## config.mk

```make
export PLATFORM = sky130hd
export DESIGN_NAME = gpio_irq_master
export DESIGN_NICKNAME = d
export VERILOG_FILES = /design/src/rtl/gpio_pkg.sv /design/src/rtl/avm_xfer.sv /design/src/rtl/gpio_irq_master.sv
export SDC_FILE = /design/constraint.sdc
export NUM_CORES = 1
export LEC_CHECK = 0
export CAP_MARGIN = 0
export CORE_UTILIZATION = 47
export DETAILED_ROUTE_END_ITERATION = 10
export PLACE_DENSITY = 0.81
export SYNTH_ARGS = -nofsm -noshare
export SYNTH_HDL_FRONTEND = slang
export SYNTH_SLANG_ARGS = --single-unit
```

## constraint.sdc

```tcl
create_clock -name clk -period 3.4 [get_ports clk]
set_clock_uncertainty 0.1 [all_clocks]
set_input_delay 0.68 -clock clk [delete_from_list [all_inputs] [get_ports clk]]
set_output_delay 0.68 -clock clk [all_outputs]
set_load 0.005 [all_outputs]
```

## src/rtl/gpio_pkg.sv

```systemverilog
// Register map, FSM state encoding and timing constants shared by the
// GPIO interrupt-servicing Avalon-MM master.
package gpio_pkg;

    localparam int REG_DATA     = 0;
    localparam int REG_ENABLE   = 4;
    localparam int REG_IRQ_MASK = 8;
    localparam int REG_IRQ_POL  = 12;
    localparam int REG_IRQ_ACK  = 16;

    // Idle cycles after the ack write so the responder's registered ack
    // has cleared irq before it is sampled again.
    localparam int GUARD_CYCLES = 2;

    typedef enum logic [3:0] {
        ST_IDLE     = 4'd0,
        ST_WR_EN    = 4'd1,
        ST_WR_MASK  = 4'd2,
        ST_WR_POL   = 4'd3,
        ST_WAIT_IRQ = 4'd4,
        ST_RD_DATA  = 4'd5,
        ST_WR_ACK   = 4'd6,
        ST_GUARD    = 4'd7,
        ST_EVT_OUT  = 4'd8
    } master_state_t;

    function automatic logic is_bus_state(master_state_t s);
        return s inside {ST_WR_EN, ST_WR_MASK, ST_WR_POL, ST_RD_DATA, ST_WR_ACK};
    endfunction

endpackage

```

## src/rtl/avm_xfer.sv

```systemverilog
// Single Avalon-MM transfer engine: holds strobe/address/data until the
// responder accepts, and aborts a transfer stalled for 2^TMO_W-1 cycles.
module avm_xfer #(
    parameter int DATA_W = 32,
    parameter int ADDR_W = 5,
    parameter int TMO_W  = 16
) (
    input  logic              clk,
    input  logic              reset,
    input  logic              req,
    input  logic              rw,
    input  logic [ADDR_W-1:0] addr,
    input  logic [DATA_W-1:0] wdata,
    output logic              done,
    output logic [DATA_W-1:0] rdata,
    output logic              timeout,
    output logic [ADDR_W-1:0] avm_address,
    output logic              avm_write,
    output logic              avm_read,
    output logic [DATA_W-1:0] avm_writedata,
    input  logic [DATA_W-1:0] avm_readdata,
    input  logic              avm_waitrequest
);

    // The stalled cycle that fires the timeout is the one the counter would
    // advance to all-ones, so the strobe is high for exactly 2^TMO_W-1 stalls.
    localparam logic [TMO_W-1:0] TMO_LAST = ~TMO_W'(1);

    logic              strobe_reg;
    logic              rw_reg;
    logic [ADDR_W-1:0] addr_reg;
    logic [DATA_W-1:0] wdata_reg;
    logic [TMO_W-1:0]  tmo_cnt_reg;

    assign done          = strobe_reg && !avm_waitrequest;
    assign timeout       = strobe_reg && avm_waitrequest && (tmo_cnt_reg == TMO_LAST);
    assign rdata         = avm_readdata;
    assign avm_address   = addr_reg;
    assign avm_writedata = wdata_reg;
    assign avm_write     = strobe_reg && rw_reg;
    assign avm_read      = strobe_reg && !rw_reg;

    always_ff @(posedge clk) begin
        if (reset) begin
            strobe_reg  <= 1'b0;
            rw_reg      <= 1'b0;
            addr_reg    <= '0;
            wdata_reg   <= '0;
            tmo_cnt_reg <= '0;
        end else if (req) begin
            strobe_reg  <= 1'b1;
            rw_reg      <= rw;
            addr_reg    <= addr;
            wdata_reg   <= wdata;
            tmo_cnt_reg <= '0;
        end else if (done || timeout) begin
            strobe_reg  <= 1'b0;
            tmo_cnt_reg <= '0;
        end else if (strobe_reg) begin
            tmo_cnt_reg <= tmo_cnt_reg + 1'b1;
        end
    end

endmodule

```

## src/rtl/gpio_irq_master.sv

```systemverilog
// Configures a register-mapped GPIO responder, then services each interrupt
// (read data, ack, guard) and forwards the captured word on a valid/ready port.
module gpio_irq_master
    import gpio_pkg::*;
#(
    parameter int DATA_W = 32,
    parameter int ADDR_W = 5,
    parameter int TMO_W  = 16
) (
    input  logic              clk,
    input  logic              reset,
    input  logic              cfg_start,
    input  logic              cfg_stop,
    input  logic [DATA_W-1:0] cfg_enable,
    input  logic [DATA_W-1:0] cfg_mask,
    input  logic [DATA_W-1:0] cfg_pol,
    output logic [ADDR_W-1:0] avm_address,
    output logic              avm_write,
    output logic              avm_read,
    output logic [DATA_W-1:0] avm_writedata,
    input  logic [DATA_W-1:0] avm_readdata,
    input  logic              avm_waitrequest,
    input  logic              irq_i,
    output logic              evt_valid,
    output logic [DATA_W-1:0] evt_data,
    input  logic              evt_ready,
    output logic              busy,
    output logic              err_timeout
);

    localparam int GUARD_W = $clog2(GUARD_CYCLES + 1);

    master_state_t      state_reg, state_next;
    logic [DATA_W-1:0]  mask_reg, pol_reg, evt_data_reg;
    logic               evt_valid_reg, err_timeout_reg, stop_pend_reg;
    logic [GUARD_W-1:0] guard_cnt_reg;
    logic               guard_last, stop_now;

    logic              req, req_rw, x_done, x_timeout;
    logic [ADDR_W-1:0] req_addr;
    logic [DATA_W-1:0] req_wdata, x_rdata;

    assign guard_last = (guard_cnt_reg == GUARD_W'(GUARD_CYCLES - 1));
    assign stop_now   = cfg_stop || stop_pend_reg;

    always_comb begin
        state_next = state_reg;
        case (state_reg)
            ST_IDLE:     if (cfg_start) state_next = ST_WR_EN;
            ST_WR_EN:    if (x_timeout) state_next = ST_IDLE;
                         else if (x_done) state_next = stop_now ? ST_IDLE : ST_WR_MASK;
            ST_WR_MASK:  if (x_timeout) state_next = ST_IDLE;
                         else if (x_done) state_next = stop_now ? ST_IDLE : ST_WR_POL;
            ST_WR_POL:   if (x_timeout) state_next = ST_IDLE;
                         else if (x_done) state_next = stop_now ? ST_IDLE : ST_WAIT_IRQ;
            ST_WAIT_IRQ: if (stop_now) state_next = ST_IDLE;
                         else if (irq_i) state_next = ST_RD_DATA;
            // A stop seen during the read still finishes the ack so the
            // responder is never left with an unacknowledged interrupt.
            ST_RD_DATA:  if (x_timeout) state_next = ST_IDLE;
                         else if (x_done) state_next = ST_WR_ACK;
            ST_WR_ACK:   if (x_timeout) state_next = ST_IDLE;
                         else if (x_done) state_next = ST_GUARD;
            ST_GUARD:    if (guard_last) state_next = stop_now ? ST_IDLE : ST_EVT_OUT;
            ST_EVT_OUT:  if (stop_now) state_next = ST_IDLE;
                         else if (evt_ready) state_next = ST_WAIT_IRQ;
            default:     state_next = ST_IDLE;
        endcase
    end

    // Launch the transfer on the edge that enters a bus state, so each bus
    // state costs a single cycle when the responder does not stall.
    always_comb begin
        req       = 1'b0;
        req_rw    = 1'b1;
        req_addr  = '0;
        req_wdata = '0;
        if (state_next != state_reg) begin
            case (state_next)
                ST_WR_EN:   begin req = 1'b1; req_addr = ADDR_W'(REG_ENABLE);   req_wdata = cfg_enable; end
                ST_WR_MASK: begin req = 1'b1; req_addr = ADDR_W'(REG_IRQ_MASK); req_wdata = mask_reg;   end
                ST_WR_POL:  begin req = 1'b1; req_addr = ADDR_W'(REG_IRQ_POL);  req_wdata = pol_reg;    end
                ST_RD_DATA: begin req = 1'b1; req_rw = 1'b0; req_addr = ADDR_W'(REG_DATA); end
                ST_WR_ACK:  begin req = 1'b1; req_addr = ADDR_W'(REG_IRQ_ACK);  end
                default:    req = 1'b0;
            endcase
        end
    end

    always_ff @(posedge clk) begin
        if (reset) begin
            state_reg       <= ST_IDLE;
            mask_reg        <= '0;
            pol_reg         <= '0;
            evt_data_reg    <= '0;
            evt_valid_reg   <= 1'b0;
            err_timeout_reg <= 1'b0;
            stop_pend_reg   <= 1'b0;
            guard_cnt_reg   <= '0;
        end else begin
            state_reg     <= state_next;
            evt_valid_reg <= (state_next == ST_EVT_OUT);
            if (state_reg == ST_IDLE && cfg_start) begin
                mask_reg        <= cfg_mask;
                pol_reg         <= cfg_pol;
                err_timeout_reg <= 1'b0;
            end else if (x_timeout) begin
                err_timeout_reg <= 1'b1;
            end
            if (state_reg == ST_RD_DATA && x_done)
                evt_data_reg <= x_rdata;
            if (state_next == ST_IDLE)
                stop_pend_reg <= 1'b0;
            else if (cfg_stop && (is_bus_state(state_reg) || state_reg == ST_GUARD))
                stop_pend_reg <= 1'b1;
            guard_cnt_reg <= (state_reg == ST_GUARD) ? guard_cnt_reg + 1'b1 : '0;
        end
    end

    avm_xfer #(.DATA_W(DATA_W), .ADDR_W(ADDR_W), .TMO_W(TMO_W)) u_xfer (
        .clk             (clk),
        .reset           (reset),
        .req             (req),
        .rw              (req_rw),
        .addr            (req_addr),
        .wdata           (req_wdata),
        .done            (x_done),
        .rdata           (x_rdata),
        .timeout         (x_timeout),
        .avm_address     (avm_address),
        .avm_write       (avm_write),
        .avm_read        (avm_read),
        .avm_writedata   (avm_writedata),
        .avm_readdata    (avm_readdata),
        .avm_waitrequest (avm_waitrequest)
    );

    assign evt_valid   = evt_valid_reg;
    assign evt_data    = evt_data_reg;
    assign busy        = (state_reg != ST_IDLE);
    assign err_timeout = err_timeout_reg;

endmodule

```

==> summary.txt, run 1 <==
Std-Cell Rows: 43
Filler cells: 1131
dpl hpwl: 12220 um
Final Hold Viols: 0
crit-path max FO: 24
Starting DRT DRC Count: 368
GRT Resource Usage Total: 25.08%
post_cts resized: 0
main flop type after synthesis: dfxtp_1
Synth area leaders: dfxtp_1, nand2_1, a21oi_1
CTS tree: built
Final Core Density: 68.52%
cell taking the most area after synthesis: dfxtp_1
width of the die: 121.2 um
Adder-Cell Fraction of Synth Area: 0.5619%
layout cell share with drive strength beyond 1: 13.47%
Final min period: 3.030 ns
XOR/XNOR share of the synthesized area: 2.098%
post-route cell area: 0.009512 mm2
Syn-to-layout area delta: 42.39%
Clock Latency Late Sink: 0.41 ns
Setup crit start: avm_waitrequest
Post-synth EDFFs: 0
# hold bufs at CTS: 0
FF-to-FF path depth: 8
die height: 121.2 um
cell area power density: 474.4 mW/mm2
Slew @ Worst Pin: 0.6939 ns
GPL Wtd Cong: 0.9304
H-tree levels: 4
clk buf depth: 2
Synth cell types: 53
remaining antenna violation count: 0
asr flop ratio synth: 0%
number of cells produced by synthesis: 764
combinational family with the most area after synthesis: compound AO/OA/AOI/OAI gates
initial antenna violation count: 0
Rel. slew slack: 53.74%
yosys warns: 0
synthesized area: 0.006680 mm2
CP required: 3.64 ns
Setup violations, final: 0
max_cap viols: 0
FF-to-FF Start: u_xfer.strobe_reg
leakage: 3.437 nW
largest net degree at the start of global routing: 66
GRT overflow: 0
top cell type's share of synthesized area: 47.35%
nature of the critical path endpoint: flip-flop
post-CTS setup buffers: 0
post-synthesis simple-gate area fraction: 18.69%
sequential fraction of the synthesis area: 47.35%
Worst IR Drop VDD: 0.3970 mV
post-synthesis compound-gate area fraction: 21.17%
IO buf count: 206
IO Count: 209
Diodes inserted: 0
RSZ-0062 raised after global routing: no
R2R setup slack: 0.52 ns
Avg WL per Cell: 15.75 um
worst setup path endpoint: u_xfer.avm_writedata[18]
area of placed instances: 0.008932 mm2
most common cell after layout, fill and taps aside: clkdlybuf4s50_1
Final Hold Slack: 0.3302 ns
Reg clk slew, reported paths: 0.06 ns
Critical Path Source Type: input port
vias in the first global route: 5787
period utilisation layout: 89.12%
syn_area_per_cell: 8.744 um2
vias: 6067
cts bufs inserted: 17
Max Fclk: 0.3300 GHz
DR pass1 iterations: 4
Max Slew Vio Count: 0
Die Area: 0.01469 mm2
Setup Crit Path Kind: input port to flip-flop
reg2reg end: u_xfer.avm_writedata[18]
mux cell area share after synthesis: 5.394%
setup TNS: 0 ns
DR vias/cell: 5.299
pre-CTS WS: -0.02715 ns
commonest non-fill, non-tap cells in the layout: clkdlybuf4s50_1, nand2_1, dfxtp_1, a21oi_1, nor2_1
Layout Nets: 1093
CTS Sinks: 158
Initial Utilization: 48.13%
Root Buffer: clkbuf_16
final worst slack: 0.3700 ns
drt drc: 0
first-pass GRT wire length: 28600 um
area of the core: 0.01388 mm2
total wire length: 18040 um
status: finished, final reports clean
crit path DAT: 3.27 ns
register bit total from synthesis: 158
Worst Hold Class: flip-flop to flip-flop
## cell usage after synthesis, types with 4 or more instances
cell type	instances
nand2_1	203
dfxtp_1	158
a21oi_1	100
clkbuf_1	41
nor2_1	35
a22oi_1	33
mux2_2	32
o2bb2ai_2	30
buf_2	13
xor2_1	11
inv_1	9
nand3_1	8
nor3_1	8
nand4_1	6
o21ai_0	6
nor4_1	5
xnor2_1	5
o2bb2ai_1	4
or2_2	4
## power by group
part	leakage (nW)	switching, mW	internal, mW	total (mW)
logic	1.87	0.293	0.343	0.636
registers	1.29	0.0536	1.93	1.98
clock network	0.279	0.711	1.18	1.89
total	3.44	1.06	3.45	4.51
## metrics by stage
| stage | std cells | total power, mW |
|---|---|---|
| floorplan | 765 | 2.340 |
| global placement | 1116 | 2.648 |
| detailed placement | 1116 | 2.654 |
| CTS | 1145 | 4.547 |
| global route | 1145 | 4.684 |
| finish | 1145 | 4.512 |
## worst max-delay path: stages
cell,delay [ns]
clkdlybuf4s50_1,0.54
inv_1,0.06
or4_4,0.55
nor3b_1,0.21
o21ai_1,0.09
a32o_2,0.28
or3_2,0.50
buf_12,0.20
o2bb2ai_2,0.16
## worst min path at each step
stage                     startpoint               end  cells after the start
floorplan           guard_cnt_reg[0]  guard_cnt_reg[0]                      1
global placement    guard_cnt_reg[0]  guard_cnt_reg[0]                      1
detailed placement  guard_cnt_reg[0]  guard_cnt_reg[0]                      1
CTS                 guard_cnt_reg[0]  guard_cnt_reg[0]                      1
global route        guard_cnt_reg[0]  guard_cnt_reg[0]                      1
finish              guard_cnt_reg[0]  guard_cnt_reg[0]                      1
## layer usage
layer | global-route usage [%] | part of all wire, % | vias to the layer above
met4 | 10.26 | 2.0 | 0
li1 | - | - | 3004
met2 | 41.07 | 46 | 264
met3 | 6.861 | 8.6 | 27
met1 | 31.02 | 43 | 2772
met5 | 0 | 0 | -
## logic make-up after synthesis
kind of cell	after synthesis
XOR/XNOR	16
AND/OR/NAND/NOR	293
buffers and inverters	70
adder cells (fa/ha/maj)	3
flip-flops	158
other	1
AO/OA/AOI/OAI	191
multiplexers	32
## cell type report
type / count / area, um2 / share of cell area (%)
Clock inverter: 6 / 111.4 / 1.171
Sequential cell: 158 / 3163 / 33.25
Inverter: 9 / 33.78 / 0.3552
Multi-Input combinational cell: 537 / 3218 / 33.83
Timing Repair Buffer: 232 / 2292 / 24.10
Clock buffer: 23 / 467.9 / 4.920
Tap cell: 180 / 225.2 / 2.368
(Power assumes the default switching activity.)
==> run 2, diff against run 1 <==
--- a/config.mk
+++ b/config.mk
@@ -5,9 +5,11 @@
 export SDC_FILE = /design/constraint.sdc
 export NUM_CORES = 1
 export LEC_CHECK = 0
+export ABC_CLOCK_PERIOD_IN_PS = 3400
 export CAP_MARGIN = 0
 export CORE_UTILIZATION = 47
 export DETAILED_ROUTE_END_ITERATION = 10
+export HOLD_SLACK_MARGIN = 0.06
 export PLACE_DENSITY = 0.81
 export SYNTH_ARGS = -nofsm -noshare
 export SYNTH_HDL_FRONTEND = slang
==> results of run 2 <==
Final layout, timing and power as in run 1 (identical DEF).
